`src/rtl/id_ex_stage_if.sv`:
```
// ID->EX handshake bundle: decode-side instruction, EX-side slot, hazard/perf status.
// master = decode/execute environment, slave = the id_ex_stage register.
interface id_ex_stage_if #(
   parameter int READ_PORTS = 2
);
   logic                       flush_i;
   logic                       id_valid_i;
   logic                       id_ready_o;
   logic [31:0]                id_pc_i;
   logic [7:0]                 id_op_i;
   logic [READ_PORTS*5-1:0]    id_raddr_i;
   logic [READ_PORTS-1:0]      id_rden_i;
   logic [READ_PORTS*32-1:0]   id_rddata_i;
   logic [4:0]                 id_waddr_i;
   logic                       id_we_i;
   logic                       id_is_load_i;
   logic                       ex_valid_o;
   logic                       ex_ready_i;
   logic [31:0]                ex_pc_o;
   logic [7:0]                 ex_op_o;
   logic [READ_PORTS*32-1:0]   ex_opnd_o;
   logic [4:0]                 ex_waddr_o;
   logic                       ex_we_o;
   logic                       ex_is_load_o;
   logic                       load_use_stall_o;
   logic [31:0]                stall_cnt_o;

   modport master (
      output flush_i, id_valid_i, id_pc_i, id_op_i, id_raddr_i, id_rden_i,
             id_rddata_i, id_waddr_i, id_we_i, id_is_load_i, ex_ready_i,
      input  id_ready_o, ex_valid_o, ex_pc_o, ex_op_o, ex_opnd_o, ex_waddr_o,
             ex_we_o, ex_is_load_o, load_use_stall_o, stall_cnt_o
   );

   modport slave (
      input  flush_i, id_valid_i, id_pc_i, id_op_i, id_raddr_i, id_rden_i,
             id_rddata_i, id_waddr_i, id_we_i, id_is_load_i, ex_ready_i,
      output id_ready_o, ex_valid_o, ex_pc_o, ex_op_o, ex_opnd_o, ex_waddr_o,
             ex_we_o, ex_is_load_o, load_use_stall_o, stall_cnt_o
   );
endinterface

```
`src/rtl/id_ex_stage.sv`:
```
// One-entry ID->EX pipeline register with load-use hazard bubbles and flush.
// Optional stall-cycle counter on stall_cnt_o when ID_EX_PERF_EN is defined.
module id_ex_stage #(
   parameter int READ_PORTS   = 2,
   parameter int LOAD_BUBBLES = 1
) (
   input logic         clk,
   input logic         rst,
   id_ex_stage_if.slave bus
);
   // Handshake: a transfer happens on a rising clk edge where valid & ready are
   // both high; ready may depend on valid, valid never depends on ready.
   localparam logic [1:0] PEND_INIT = 2'(LOAD_BUBBLES - 1);

   logic [4:0] pend_addr;
   logic [1:0] pend_cnt;
   logic       hz_slot;
   logic       hz_pend;
   logic       ld_qual;
   logic       stall;
   logic       id_fire;
   logic       ex_fire;

   always_comb begin
      hz_slot = 1'b0;
      hz_pend = 1'b0;
      for (int i = 0; i < READ_PORTS; i++) begin
         if (bus.id_rden_i[i] && (bus.id_raddr_i[i*5 +: 5] == bus.ex_waddr_o))
            hz_slot = 1'b1;
         if (bus.id_rden_i[i] && (bus.id_raddr_i[i*5 +: 5] == pend_addr))
            hz_pend = 1'b1;
      end
      // r0 loads never produce a value a consumer could wait for
      ld_qual = bus.ex_is_load_o & bus.ex_we_o & (bus.ex_waddr_o != 5'd0);
      hz_slot = hz_slot & bus.ex_valid_o & ld_qual;
      hz_pend = hz_pend & (pend_cnt != 2'd0) & (pend_addr != 5'd0);
   end

   assign stall   = bus.id_valid_i & (hz_slot | hz_pend) & ~bus.flush_i;
   assign ex_fire = bus.ex_valid_o & bus.ex_ready_i;
   assign id_fire = bus.id_valid_i & bus.id_ready_o;

   assign bus.load_use_stall_o = stall;
   assign bus.id_ready_o       = bus.flush_i | (~stall & (~bus.ex_valid_o | bus.ex_ready_i));

   always_ff @(posedge clk or posedge rst) begin
      if (rst) begin
         bus.ex_valid_o   <= 1'b0;
         bus.ex_pc_o      <= '0;
         bus.ex_op_o      <= '0;
         bus.ex_opnd_o    <= '0;
         bus.ex_waddr_o   <= '0;
         bus.ex_we_o      <= 1'b0;
         bus.ex_is_load_o <= 1'b0;
         pend_addr        <= '0;
         pend_cnt         <= '0;
      end else begin
         if (bus.flush_i) begin
            bus.ex_valid_o <= 1'b0;
            pend_cnt       <= '0;
         end else begin
            if (id_fire)
               bus.ex_valid_o <= 1'b1;
            else if (ex_fire)
               bus.ex_valid_o <= 1'b0;
            // a load leaving the slot re-arms the window ahead of the countdown
            if (ex_fire && ld_qual) begin
               pend_cnt  <= PEND_INIT;
               pend_addr <= bus.ex_waddr_o;
            end else if (pend_cnt != 2'd0) begin
               pend_cnt <= pend_cnt - 2'd1;
            end
         end
         if (id_fire && !bus.flush_i) begin
            bus.ex_pc_o      <= bus.id_pc_i;
            bus.ex_op_o      <= bus.id_op_i;
            bus.ex_opnd_o    <= bus.id_rddata_i;
            bus.ex_waddr_o   <= bus.id_waddr_i;
            bus.ex_we_o      <= bus.id_we_i;
            bus.ex_is_load_o <= bus.id_is_load_i;
         end
      end
   end

`ifdef ID_EX_PERF_EN
   logic [31:0] stall_cnt;

   // saturating; flush deliberately leaves the history intact
   always_ff @(posedge clk or posedge rst) begin
      if (rst)
         stall_cnt <= '0;
      else if (stall && (stall_cnt != 32'hFFFF_FFFF))
         stall_cnt <= stall_cnt + 32'd1;
   end

   assign bus.stall_cnt_o = stall_cnt;
`else
   assign bus.stall_cnt_o = '0;
`endif
endmodule

```
`src/flat_wrapper.sv`:
```
// flat-port wrapper written by rule: the top's interface ports become plain ports
module id_ex_stage_flat 
#(
   parameter int READ_PORTS   = 2,
   parameter int LOAD_BUBBLES = 1
)
  (clk, rst, bus_flush_i, bus_id_valid_i, bus_id_pc_i, bus_id_op_i, bus_id_raddr_i, bus_id_rden_i, bus_id_rddata_i, bus_id_waddr_i, bus_id_we_i, bus_id_is_load_i, bus_ex_ready_i, bus_id_ready_o, bus_ex_valid_o, bus_ex_pc_o, bus_ex_op_o, bus_ex_opnd_o, bus_ex_waddr_o, bus_ex_we_o, bus_ex_is_load_o, bus_load_use_stall_o, bus_stall_cnt_o);
  id_ex_stage_if #(.READ_PORTS(READ_PORTS)) bus_i ();
  input logic clk;
  input logic rst;
  input wire logic [$bits(bus_i.flush_i)-1:0] bus_flush_i;
  input wire logic [$bits(bus_i.id_valid_i)-1:0] bus_id_valid_i;
  input wire logic [$bits(bus_i.id_pc_i)-1:0] bus_id_pc_i;
  input wire logic [$bits(bus_i.id_op_i)-1:0] bus_id_op_i;
  input wire logic [$bits(bus_i.id_raddr_i)-1:0] bus_id_raddr_i;
  input wire logic [$bits(bus_i.id_rden_i)-1:0] bus_id_rden_i;
  input wire logic [$bits(bus_i.id_rddata_i)-1:0] bus_id_rddata_i;
  input wire logic [$bits(bus_i.id_waddr_i)-1:0] bus_id_waddr_i;
  input wire logic [$bits(bus_i.id_we_i)-1:0] bus_id_we_i;
  input wire logic [$bits(bus_i.id_is_load_i)-1:0] bus_id_is_load_i;
  input wire logic [$bits(bus_i.ex_ready_i)-1:0] bus_ex_ready_i;
  output wire logic [$bits(bus_i.id_ready_o)-1:0] bus_id_ready_o;
  output wire logic [$bits(bus_i.ex_valid_o)-1:0] bus_ex_valid_o;
  output wire logic [$bits(bus_i.ex_pc_o)-1:0] bus_ex_pc_o;
  output wire logic [$bits(bus_i.ex_op_o)-1:0] bus_ex_op_o;
  output wire logic [$bits(bus_i.ex_opnd_o)-1:0] bus_ex_opnd_o;
  output wire logic [$bits(bus_i.ex_waddr_o)-1:0] bus_ex_waddr_o;
  output wire logic [$bits(bus_i.ex_we_o)-1:0] bus_ex_we_o;
  output wire logic [$bits(bus_i.ex_is_load_o)-1:0] bus_ex_is_load_o;
  output wire logic [$bits(bus_i.load_use_stall_o)-1:0] bus_load_use_stall_o;
  output wire logic [$bits(bus_i.stall_cnt_o)-1:0] bus_stall_cnt_o;
  assign bus_i.flush_i = bus_flush_i;
  assign bus_i.id_valid_i = bus_id_valid_i;
  assign bus_i.id_pc_i = bus_id_pc_i;
  assign bus_i.id_op_i = bus_id_op_i;
  assign bus_i.id_raddr_i = bus_id_raddr_i;
  assign bus_i.id_rden_i = bus_id_rden_i;
  assign bus_i.id_rddata_i = bus_id_rddata_i;
  assign bus_i.id_waddr_i = bus_id_waddr_i;
  assign bus_i.id_we_i = bus_id_we_i;
  assign bus_i.id_is_load_i = bus_id_is_load_i;
  assign bus_i.ex_ready_i = bus_ex_ready_i;
  assign bus_id_ready_o = bus_i.id_ready_o;
  assign bus_ex_valid_o = bus_i.ex_valid_o;
  assign bus_ex_pc_o = bus_i.ex_pc_o;
  assign bus_ex_op_o = bus_i.ex_op_o;
  assign bus_ex_opnd_o = bus_i.ex_opnd_o;
  assign bus_ex_waddr_o = bus_i.ex_waddr_o;
  assign bus_ex_we_o = bus_i.ex_we_o;
  assign bus_ex_is_load_o = bus_i.ex_is_load_o;
  assign bus_load_use_stall_o = bus_i.load_use_stall_o;
  assign bus_stall_cnt_o = bus_i.stall_cnt_o;
  id_ex_stage #(.READ_PORTS(READ_PORTS), .LOAD_BUBBLES(LOAD_BUBBLES)) u_core (.clk(clk), .rst(rst), .bus(bus_i));
endmodule
```
`config.mk`:
```
export PLATFORM = sky130hd
export DESIGN_NAME = id_ex_stage_flat
export DESIGN_NICKNAME = d
export VERILOG_FILES = /design/src/rtl/id_ex_stage_if.sv /design/src/rtl/id_ex_stage.sv /design/src/flat_wrapper.sv
export SDC_FILE = /design/constraint.sdc
export NUM_CORES = 1
export LEC_CHECK = 0
export ABC_AREA = 1
export CAP_MARGIN = 10
export CORE_UTILIZATION = 45
export CTS_CLUSTER_DIAMETER = 30
export DETAILED_ROUTE_END_ITERATION = 8
export PLACE_DENSITY = 0.86
export SETUP_SLACK_MARGIN = 0.5
export SYNTH_ARGS = -nofsm -noshare
export SYNTH_HDL_FRONTEND = slang
export SYNTH_SLANG_ARGS = --single-unit
```
`constraint.sdc`:
```
create_clock -name clk -period 11.3 [get_ports clk]
set_clock_uncertainty 0.15 [all_clocks]
set_input_delay 3.39 -clock clk [delete_from_list [all_inputs] [get_ports clk]]
set_output_delay 3.39 -clock clk [all_outputs]
set_load 0.02 [all_outputs]
```
==> impl.org <==
** Status
- Run status :: complete, no violations

** STA
- The final number of hold-violating endpoints is 0.
- The worst path needs 8.93 ns of the cycle, external delays included.
- At the pin with the least slew margin, the transition time is 0.971 ns.
- Worst slew margin :: 35.2%
- RSZ-0062 raised after global routing :: false
- Period utilisation layout :: 79.1%
- Worst hold margin :: 0.325 ns
- Setup violations remaining at the end of the flow were counted as 0.
- Number of pins exceeding their max-slew limit in the final report :: 0
- Setup total negative slack on the finished layout was measured at 0 ns.
- Fmax :: 112 MHz

** Die
- After floorplanning, the core was divided into 41 placement rows.
- Initial core utilization :: 47.0%
- The core region is 12800 sq um.
- The die is 118 um wide.
- The die covers 13900 sq um.
- Count of boundary I/O pins :: 274
- Measured along the y axis, the die boundary spans 118 um.

** Layout
- Number of fill cells :: 1024
- Most frequent cells in the layout :: 286 x sky130_fd_sc_hd__nand2_1, 241 x sky130_fd_sc_hd__clkdlybuf4s50_1, 119 x sky130_fd_sc_hd__dfrtp_1
- Share of layout cells above drive strength 1 :: 15.8%
- Utilization after layout :: 68.4%
- In the final layout, the multi-input gates occupy 2490 sq um.
- The area growth from synthesis to layout is 45.6%.
- Most frequent standard cell in the layout excluding fill and tap cells :: sky130_fd_sc_hd__nand2_1
- The finished cells cover 8770 sq um.
- In the final layout, flip-flops and latches occupy 2980 sq um.
- Ant diodes :: 0
- In the final design database the tool counted 1019 nets.

** Global route
- Global routing used 23.8% of the available tracks.
- The first global-routing pass estimated 25.9 mm of wire.
- Vias in the first global route :: 5082
- The number of antenna violations at the first check in global routing was 0.
- Overflow left after global routing :: 0
- Maximum number of pins on one net before global-route repair :: 73

** Drt
- Antenna-violating nets left :: 0
- The routed design uses 8.27 mm of met2 wire.
- Number of detailed-routing iterations run before antenna repair :: 6
- Met3 layer wire length in the routed design :: 981 um
- WL final :: 15.9 mm
- Vias :: 5143
- Number of DRC markers in iteration 0 :: 294
- In this run the top signal layer used is met4.
- Dividing the detail-routed wire length by the instance count gives 14.8 um.
- Number of remaining DRC errors :: 0
- Routed length on met1 :: 6.29 mm
- Using the TritonRoute via totals, the vias-per-cell ratio works out to 4.79.

** Setup path
- Largest stage delay on the critical path :: 0.64 ns
- Reg2Reg Launch Point :: u_core.bus.ex_waddr_o[2]
- In this run the worst path has a maximum fanout of 60.
- For the worst setup path, the data required time is 7.76 ns.
- Buffer and inverter count on the worst path :: 3
- Crit path launch type :: primary input
- The most critical setup path has its startpoint at bus_ex_ready_i.
- Arrival time reported for the critical path endpoint :: 5.39 ns
- Class of the most critical setup path :: primary input to primary output
- Among all stages on the critical path, the largest delay is contributed by sky130_fd_sc_hd__nand2_4.
- The signal on the critical path passes through clkdlybuf4s50_1 -> inv_1 -> nand2_4 -> nor2_1 -> nor2_1 -> clkdlybuf4s50_1.
- Endpoint type of the worst setup path :: primary output
- On the critical path the largest part of the delay comes from buffers and inverters.

** Logic synthesis
- Number of flip-flops and latches in the synthesized netlist :: 119
- After synthesis the cells add up to 6030 sq um.
- The synthesized design spends more area on one cell type than any other, namely sky130_fd_sc_hd__dfrtp_1.
- Yosys top cell area share :: 49.4%
- Mapped Avg Cell Area :: 9.09 sq um
- Counting distinct cell types in the post-synthesis netlist gives 26.
- Sequential cells were found to cover 49.4% of the synthesized design area.
- Post-synthesis cell count :: 663
- Synthesis warning total :: 0
- Synth top area cells :: sky130_fd_sc_hd__dfrtp_1 49%, sky130_fd_sc_hd__nand2_1 18%, sky130_fd_sc_hd__nand3_2 15%

** Clock tree
- Once the clock tree was built, the setup fixing pass inserted 0 buffers.
- Hold buffer count at CTS :: 0
- CTS max path bufs :: 2
- In this run, post-CTS repair resized a total of 0 instances.
- TritonCTS sink count :: 119
- The cell sitting at the root of the clock tree is a sky130_fd_sc_hd__clkbuf_16.
- Latest clock arrival within the worst-skew pair :: 0.41 ns
- The number of clock buffers added by TritonCTS is 17.
- CTS tree :: done
- After clock tree synthesis, the clock-pin slew on the worst setup and hold paths is 0.05 ns.
- The clock tree synthesis step divided the H-tree into 4 levels.

** Place
- The congestion estimate from routability-driven global placement came to 0.885.
- In this run the cell area measured after placement is 8240 sq um.
- The HPWL after detailed placement is 10.8 mm.
- Buffers added on ports :: 241

** Job
- Number of max-cap violations :: 0

** Pwr
- Across the VDD grid, the largest voltage drop is 108 uV.
- For this design the ratio of total power to cell area is 175 nW/um^2.
- The design draws 1.53 mW.
- Summed over all cells, the static leakage comes to 4.24 nW.

** Worst hold path
- Worst hold start :: u_core.bus.ex_opnd_o[45]
- Classification of the worst-slack hold path :: flop to flop
-- sequential cells by signal, indices dropped and copies added, names as in the netlist --
| register | flops |
|---|---|
| u_core.bus.ex_op_o | 8 |
| u_core.bus.ex_pc_o | 32 |
| u_core.pend_addr | 5 |
| u_core.pend_cnt | 2 |
| u_core.bus.ex_is_load_o | 1 |
| u_core.bus.ex_opnd_o | 64 |
| u_core.bus.ex_valid_o | 1 |
| u_core.bus.ex_we_o | 1 |
| u_core.bus.ex_waddr_o | 5 |
-- power by group --
group / leakage [nW] / total, mW / internal, mW / switching [mW]
sequential: 1.47 / 0.561 / 0.507 / 0.0545
combinational: 2.51 / 0.479 / 0.217 / 0.261
clock: 0.264 / 0.494 / 0.316 / 0.179
total: 4.24 / 1.53 / 1.04 / 0.495
-- layer usage --
| metal | vias up | track usage, % |
|---|---|---|
| li1 | 2473 | - |
| met1 | 2456 | 28.1 |
| met2 | 185 | 40.4 |
| met3 | 29 | 7.66 |
| met4 | 0 | 8.17 |
| met5 | - | 0 |
-- logic make-up after synthesis --
family / count (synthesis) / synth area share (%)
other: 1 / 0.0622
buffers and inverters: 97 / 11.3
AND/OR/NAND/NOR: 435 / 38.1
flip-flops: 119 / 49.4
adder cells (fa/ha/maj): 1 / 0.208
AO/OA/AOI/OAI: 9 / 0.789
XOR/XNOR: 1 / 0.145
-- synthesized netlist by cell type --
master                       n
sky130_fd_sc_hd__a21oi_1     1
sky130_fd_sc_hd__buf_1       1
sky130_fd_sc_hd__buf_12     10
sky130_fd_sc_hd__buf_2      21
sky130_fd_sc_hd__buf_4      32
sky130_fd_sc_hd__buf_6       1
sky130_fd_sc_hd__clkbuf_1    3
sky130_fd_sc_hd__conb_1      1
sky130_fd_sc_hd__dfrtp_1   119
sky130_fd_sc_hd__ha_1        1
sky130_fd_sc_hd__inv_1      16
sky130_fd_sc_hd__inv_2      13
sky130_fd_sc_hd__nand2_1   287
sky130_fd_sc_hd__nand2_2     2
sky130_fd_sc_hd__nand2_4     2
sky130_fd_sc_hd__nand3_1    25
sky130_fd_sc_hd__nand3_2    91
sky130_fd_sc_hd__nand4_1     2
sky130_fd_sc_hd__nand4_4     1
sky130_fd_sc_hd__nor2_1     22
sky130_fd_sc_hd__nor2_2      2
sky130_fd_sc_hd__nor2_8      1
sky130_fd_sc_hd__o21ai_0     5
sky130_fd_sc_hd__o21ai_1     2
sky130_fd_sc_hd__o21bai_1    1
sky130_fd_sc_hd__xor2_1      1
-- path summary, 6_finish.rpt --
kind | end | slack, ns | depth (start not counted)
setup / recovery | bus_id_ready_o | 2.37 | 6
hold reg to reg | u_core.bus.ex_opnd_o[45] | 0.33 | 2
max in group asynchronous | u_core.bus.ex_op_o[1] | 6.39 | 3
hold / removal | u_core.bus.ex_opnd_o[45] | 0.33 | 2
min in group asynchronous | u_core.bus.ex_opnd_o[38] | 3.25 | 2
setup reg to reg | u_core.bus.ex_waddr_o[2] | 8.08 | 12
-- layout make-up --
class | instances | share of cell area (%)
Sequential cell | 119 | 33.9
Timing Repair Buffer | 245 | 27.8
Inverter | 29 | 1.27
Clock buffer | 26 | 5.58
Tap cell | 172 | 2.45
Clock inverter | 4 | 0.513
Multi-Input combinational cell | 478 | 28.4
-- worst reg2reg max path, delay by kind of cell, from the launching register on --
kind                   cells  cell delay, ns
buffers and inverters      2            1.00
DFF                        1            0.48
and+or+nand+nor           10            1.51
-- metrics by stage --
step / std cells / worst slack (ns)
2_1_floorplan: 694 / 3.41
3_3_place_gp: 1043 / 2.37
3_5_place_dp: 1043 / 2.35
4_1_cts: 1073 / 2.34
5_1_grt: 1073 / 2.17
6_report: 1073 / 2.37
Note: power is estimated with default switching activity, not from simulation.
